## src/rtl/expr_tx_if.sv

```systemverilog
// Handshake bundle between the expression source, expr_tx and its character sink.
// The master side is the transmitter: it takes the request and drives the character stream.
interface expr_tx_if #(
  parameter int MAX_TERMS = 8
);
  localparam int OPS_W = (MAX_TERMS > 1) ? MAX_TERMS - 1 : 1;

  logic                   start;
  logic [3:0]             num_terms;
  logic [4*MAX_TERMS-1:0] digits;
  logic [OPS_W-1:0]       ops;
  logic                   out_ready;
  logic [7:0]             out_char;
  logic                   out_valid;
  logic                   out_last;
  logic                   busy;
  logic                   err;

  modport master (
    input  start, num_terms, digits, ops, out_ready,
    output out_char, out_valid, out_last, busy, err
  );

  modport slave (
    output start, num_terms, digits, ops, out_ready,
    input  out_char, out_valid, out_last, busy, err
  );
endinterface

```

## src/rtl/expr_tx.sv

```systemverilog
// Serializes a packed arithmetic expression (BCD operands, +/* operators) into an
// ASCII character stream with a valid/ready handshake.

// One operand's share of request validation: a digit only matters if it is in use.
module expr_tx_term #(
  parameter int IDX = 0
) (
  input  logic [3:0] num_terms,
  input  logic [3:0] digit,
  output logic       ok
);
  assign ok = (num_terms <= 4'(IDX)) || (digit <= 4'd9);
endmodule

module expr_tx #(
  parameter int MAX_TERMS = 8
) (
  input  logic        clk,
  input  logic        clr,
  expr_tx_if.master   bus
);
  localparam int OPS_W = (MAX_TERMS > 1) ? MAX_TERMS - 1 : 1;

  typedef enum logic [1:0] {IDLE, DIGIT, OP} state_t;

  state_t                      state, state_d;
  logic [3:0]                  idx, idx_d;
  logic [3:0]                  cnt, cnt_d;
  logic [MAX_TERMS-1:0][3:0]   dig_q, dig_d;
  logic [OPS_W-1:0]            ops_q, ops_d;
  logic                        err_q, err_d;

  logic [MAX_TERMS-1:0]        term_ok;
  logic                        req_ok;
  logic [3:0]                  cur_dig;
  logic                        cur_op;
  logic                        is_last;

  generate
    for (genvar i = 0; i < MAX_TERMS; i++) begin : gen_term
      expr_tx_term #(.IDX(i)) u_term (
        .num_terms (bus.num_terms),
        .digit     (bus.digits[4*i +: 4]),
        .ok        (term_ok[i])
      );
    end
  endgenerate

  assign req_ok = (bus.num_terms != 4'd0) && (bus.num_terms <= 4'(MAX_TERMS)) && (&term_ok);

  // Operand/operator at the current index, selected from the captured copy only.
  always_comb begin
    cur_dig = 4'd0;
    for (int i = 0; i < MAX_TERMS; i++)
      if (idx == 4'(i)) cur_dig = dig_q[i];
  end

  always_comb begin
    cur_op = 1'b0;
    for (int i = 0; i < OPS_W; i++)
      if (idx == 4'(i)) cur_op = ops_q[i];
  end

  assign is_last = (idx == cnt - 4'd1);

  always_ff @(posedge clk) begin
    if (clr) begin
      state <= IDLE;
      idx   <= 4'd0;
      cnt   <= 4'd0;
      dig_q <= '0;
      ops_q <= '0;
      err_q <= 1'b0;
    end else begin
      state <= state_d;
      idx   <= idx_d;
      cnt   <= cnt_d;
      dig_q <= dig_d;
      ops_q <= ops_d;
      err_q <= err_d;
    end
  end

  always_comb begin
    state_d = state;
    idx_d   = idx;
    cnt_d   = cnt;
    dig_d   = dig_q;
    ops_d   = ops_q;
    err_d   = err_q;
    case (state)
      IDLE: begin
        if (bus.start) begin
          cnt_d   = bus.num_terms;
          dig_d   = bus.digits;
          ops_d   = bus.ops;
          idx_d   = 4'd0;
          err_d   = ~req_ok;
          state_d = req_ok ? DIGIT : IDLE;
        end
      end
      DIGIT: begin
        if (bus.out_ready) state_d = is_last ? IDLE : OP;
      end
      OP: begin
        if (bus.out_ready) begin
          idx_d   = idx + 4'd1;
          state_d = DIGIT;
        end
      end
      default: state_d = IDLE;
    endcase
  end

  // Outputs decode registered state only; out_ready/start never reach them combinationally.
  always_comb begin
    bus.out_valid = (state != IDLE);
    bus.busy      = (state != IDLE);
    bus.err       = err_q;
    bus.out_last  = (state == DIGIT) && is_last;
    bus.out_char  = 8'd0;
    case (state)
      DIGIT:   bus.out_char = {4'b0, cur_dig} + 8'd48;
      OP:      bus.out_char = cur_op ? 8'd42 : 8'd43;
      default: bus.out_char = 8'd0;
    endcase
  end
endmodule

```

## src/flat_wrapper.sv

```systemverilog
// flat-port wrapper written by rule: the top's interface ports become plain ports
module expr_tx_flat 
#(
  parameter int MAX_TERMS = 8
)
  (clk, clr, bus_start, bus_num_terms, bus_digits, bus_ops, bus_out_ready, bus_out_char, bus_out_valid, bus_out_last, bus_busy, bus_err);
  expr_tx_if #(.MAX_TERMS(MAX_TERMS)) bus_i ();
  input  logic clk;
  input  logic clr;
  input wire logic [$bits(bus_i.start)-1:0] bus_start;
  input wire logic [$bits(bus_i.num_terms)-1:0] bus_num_terms;
  input wire logic [$bits(bus_i.digits)-1:0] bus_digits;
  input wire logic [$bits(bus_i.ops)-1:0] bus_ops;
  input wire logic [$bits(bus_i.out_ready)-1:0] bus_out_ready;
  output wire logic [$bits(bus_i.out_char)-1:0] bus_out_char;
  output wire logic [$bits(bus_i.out_valid)-1:0] bus_out_valid;
  output wire logic [$bits(bus_i.out_last)-1:0] bus_out_last;
  output wire logic [$bits(bus_i.busy)-1:0] bus_busy;
  output wire logic [$bits(bus_i.err)-1:0] bus_err;
  assign bus_i.start = bus_start;
  assign bus_i.num_terms = bus_num_terms;
  assign bus_i.digits = bus_digits;
  assign bus_i.ops = bus_ops;
  assign bus_i.out_ready = bus_out_ready;
  assign bus_out_char = bus_i.out_char;
  assign bus_out_valid = bus_i.out_valid;
  assign bus_out_last = bus_i.out_last;
  assign bus_busy = bus_i.busy;
  assign bus_err = bus_i.err;
  expr_tx #(.MAX_TERMS(MAX_TERMS)) u_core (.clk(clk), .clr(clr), .bus(bus_i));
endmodule
```

## config.mk

```make
export PLATFORM = sky130hd
export DESIGN_NAME = expr_tx_flat
export DESIGN_NICKNAME = d
export VERILOG_FILES = /design/src/rtl/expr_tx_if.sv /design/src/rtl/expr_tx.sv /design/src/flat_wrapper.sv
export SDC_FILE = /design/constraint.sdc
export NUM_CORES = 1
export LEC_CHECK = 0
export BUFFER_PORTS_ARGS = -buffer_cell sky130_fd_sc_hd__buf_2
export CORE_UTILIZATION = 48
export DETAILED_ROUTE_END_ITERATION = 8
export PLACE_DENSITY = 0.84
export SYNTH_ARGS = -nofsm -noshare
export SYNTH_HDL_FRONTEND = slang
export SYNTH_SLANG_ARGS = --single-unit
```

## constraint.sdc

```tcl
create_clock -name clk -period 1.7 [get_ports clk]
set_input_delay 0.17 -clock clk [delete_from_list [all_inputs] [get_ports clk]]
set_output_delay 0.17 -clock clk [all_outputs]
set_load 0.05 [all_outputs]
```

==> results.sh <==
export IMPL_clock_latency_ns=0.30
export IMPL_cts_root_buf="clkbuf_8"
export IMPL_core_area_sq_mm=0.00527
export IMPL_ff_latch_area_sq_mm=0.00101
export IMPL_timing_critical_path_mode_cell="buf_4"
export IMPL_required_ns=1.53
export IMPL_synth_cells=378
export IMPL_cpPeakStageDelay_ns=0.38
export IMPL_cts_buffers=5
export IMPL_grtUsageTotal_pct=26.5
export IMPL_drive_gt1_share_pct=29.8
export IMPL_hold_class="primary input to flip-flop"
export IMPL_grt_max_degree=35
export IMPL_seq_area_frac_synth_pct=37.1
export IMPL_finalWeightedCongestion=0.825
export IMPL_violations="negative setup slack"
export IMPL_maxCapViolCount=0
export IMPL_start_util_pct=51.2
export IMPL_clk_pin_slew_ns=0.09
export IMPL_portBuffers=56
export IMPL_crit_path_start_kind="flip-flop"
export IMPL_crit_type="flip-flop to primary output"
export IMPL_n_antenna_cell=0
export IMPL_drt_antenna_violating_nets=0
export IMPL_power_uw=2400
export IMPL_skew_ns=0.00293
export IMPL_final_nets=508
export IMPL_grt_pass1_wl_um=12600
export IMPL_dp_hpwl_um=5740
export IMPL_htree_levels=2
export IMPL_ir_drop_mv=0.387
export IMPL_cp_arrival_ns=2.00
export IMPL_p_leak_uw=0.00147
export IMPL_period_share_pct=127
export IMPL_ioPinCount=59
export IMPL_antenna_found_initial=0
export IMPL_num_vias=2900
export IMPL_multi_input_area_sq_mm=0.00169
export IMPL_cp_end_kind="primary output"
export IMPL_final_fill_count=456
export IMPL_wire_per_inst_um=14.6
export IMPL_dieArea_sq_mm=0.00592
export IMPL_power_density_mw_per_mm2=671
export IMPL_wl_um=7660
export IMPL_drtPass1Iterations=4
export IMPL_fin_util_pct=68.0
export IMPL_drt_initial_drc_count=166
export IMPL_status="complete, but fails checks"
export IMPL_path_cells="buf_4, ha_4, buf_4, nor2_4, a311oi_1, a31oi_1, o221ai_4, buf_6"
export IMPL_fmax_mhz=461
export IMPL_grt_overflow=0
export IMPL_cts_buffer_depth=2
export IMPL_via_per_inst=5.54
export IMPL_die_height_um=77.0
export IMPL_synth_warnings=0
export IMPL_die_w_um=77.0
export IMPL_yosys_top_cells_area="dfxtp_1 37%, nand2_1 14%, a21oi_1 12%"
export IMPL_synth_top_area_share_pct=37.1
export IMPL_drc_errors=0
export IMPL_hold_viol_final=0
export IMPL_ys_seq_elements=50
export IMPL_rows=26
export IMPL_worst_slack_ns=-0.467
export IMPL_synth_avg_cell_area_sq_um=7.13
export IMPL_fin_setup_tns_ns=-2.06
export IMPL_area_growth_syn_to_layout_pct=32.9
export IMPL_setup_violations=6
export IMPL_yosys_area_top_type="dfxtp_1"
export IMPL_postPlaceCellArea_sq_mm=0.00333
export IMPL_drv_slew=0
export IMPL_rsz0062_at_grt="yes"
export IMPL_netlist_area_sq_mm=0.00270
export IMPL_slowest_stage="dfxtp_4"
export IMPL_clock_sinks=50
export IMPL_grt_pass1_vias=2703
export IMPL_cts_tree="yes"
export IMPL_period_needed_ns=2.17
export IMPL_path_max_fanout=12
export IMPL_synthDistinctLibCells=41
export IMPL_hold_buffers=0
export IMPL_final_area_sq_mm=0.00358
==> synth_stat cells <==
| cell type | number |
|---|---|
| nand2_1 | 103 |
| a21oi_1 | 66 |
| dfxtp_1 | 50 |
| clkbuf_1 | 22 |
| inv_1 | 19 |
| o21ai_0 | 16 |
| nor2_1 | 13 |
| ha_1 | 9 |
| nand3b_1 | 8 |
| xnor2_1 | 6 |
| a221oi_1 | 5 |
| nand3_1 | 5 |
| o211ai_1 | 5 |
| nor2b_1 | 4 |
| nor3_1 | 4 |
| a22oi_1 | 3 |
| and2_1 | 3 |
| buf_4 | 3 |
| nor3b_1 | 3 |
| o221ai_1 | 3 |
| o22ai_1 | 3 |
| a311oi_1 | 2 |
| buf_2 | 2 |
| nand2b_1 | 2 |
| nor4_1 | 2 |
| xor2_1 | 2 |
| a31oi_1 | 1 |
| a41oi_1 | 1 |
| and3_1 | 1 |
| buf_6 | 1 |
| conb_1 | 1 |
| mux2i_1 | 1 |
| nand4_1 | 1 |
| nor4b_1 | 1 |
| o2111ai_1 | 1 |
| o21a_1 | 1 |
| o21bai_1 | 1 |
| o311ai_0 | 1 |
| or3_1 | 1 |
| or4_1 | 1 |
| or4b_1 | 1 |
==> metal layers <==
layer	global-route usage [%]	share of wire, %	wire length, um
met1	34.3	45	3440
met2	45.6	49	3720
met5	0	0	0
met3	4.05	5.3	405
met4	6.92	1.3	98
==> what timing repair did <==
action                                  CTS  global route
pin swaps                                 6             7
resized for setup                        28             7
endpoints found under the hold margin     0             0
buffers inserted                          1             1
endpoints found under the setup margin    6            10
==> flip-flops by register name (all words and copies together), names as in the netlist <==
signal,cells
u_core.bus.err,1
u_core.cnt,4
u_core.dig_q,32
u_core.idx,4
u_core.ops_q,7
u_core.state,2
==> cell type report <==
cell class | count | share of cell area (%)
inverters | 19 | 1.99
flip-flops and latches | 50 | 28.3
clock inverters | 1 | 0.140
multi-input cells | 282 | 47.1
clock buffers | 7 | 2.41
well taps | 70 | 2.44
repair buffers | 94 | 17.6
==> worst paths after layout <==
| check | start | end | slack [ns] | cells after the start |
|---|---|---|---|---|
| worst max-delay path | u_core.idx[1] | bus_out_char[0] | -0.47 | 8 |
| worst min-delay path | bus_ops[5] | u_core.ops_q[5] | 0.1 | 3 |
| worst max register to register | u_core.cnt[1] | u_core.state[1] | -0.03 | 7 |
| worst min register to register | u_core.dig_q[19] | u_core.dig_q[19] | 0.46 | 2 |
==> stage by stage <==
stage | hold WS (ns) | setup slack (ns) | cells
after floorplan | 0.306 | -0.0806 | 379
after global placement | 0.411 | -0.251 | 513
after detailed placement | 0.415 | -0.293 | 513
after CTS | 0.0943 | -0.433 | 522
after global routing | 0.0970 | -0.561 | 523
final | 0.0958 | -0.467 | 523
==> where the power goes <==
group	switching [uW]	leakage (uW)	internal [uW]
clock	390	0.0000482	329
sequential	40.7	0.000415	1230
combinational	242	0.00101	167
==> worst max-delay path: cells and delay by family, from the launching register on <==
kind                     cells  cell delay [ns]
AO/OA/AOI/OAI                3             0.52
adder cells (fa/ha/maj)      1             0.20
buffers and inverters        3             0.48
flip-flops                   1             0.38
AND/OR/NAND/NOR              1             0.12
==> logic make-up (layout without fill, tap and decap cells) <==
group	Yosys count	after routing	share of synthesized area (%)
AOI/OAI and AO/OA	109	109	23.2
xor gates and xnor gates	8	8	2.60
adders and majority gates	9	9	4.18
buffers and inverters	47	121	7.33
DFF	50	50	37.1
muxes	1	1	0.371
other	1	2	0.139
and+or+nand+nor	153	153	25.1
==> placed cells by master (no fill, tap or decap), types with 4 or more instances in the layout <==
cell type  netlist  final
buf_2            2     51
nand2_1        103    103
o211ai_1         5      5
nand3_1          5      5
o21ai_0         16     15
nand3b_1         8      8
a21oi_1         66     64
inv_1           19     15
inv_2            0      4
nor2b_1          4      4
clkbuf_8         0      6
xnor2_1          6      5
nor2_1          13     12
buf_4            3     36
dfxtp_2          0      5
dfxtp_1         50     43
ha_4             0      7
Power figures use the tool's default switching activity.
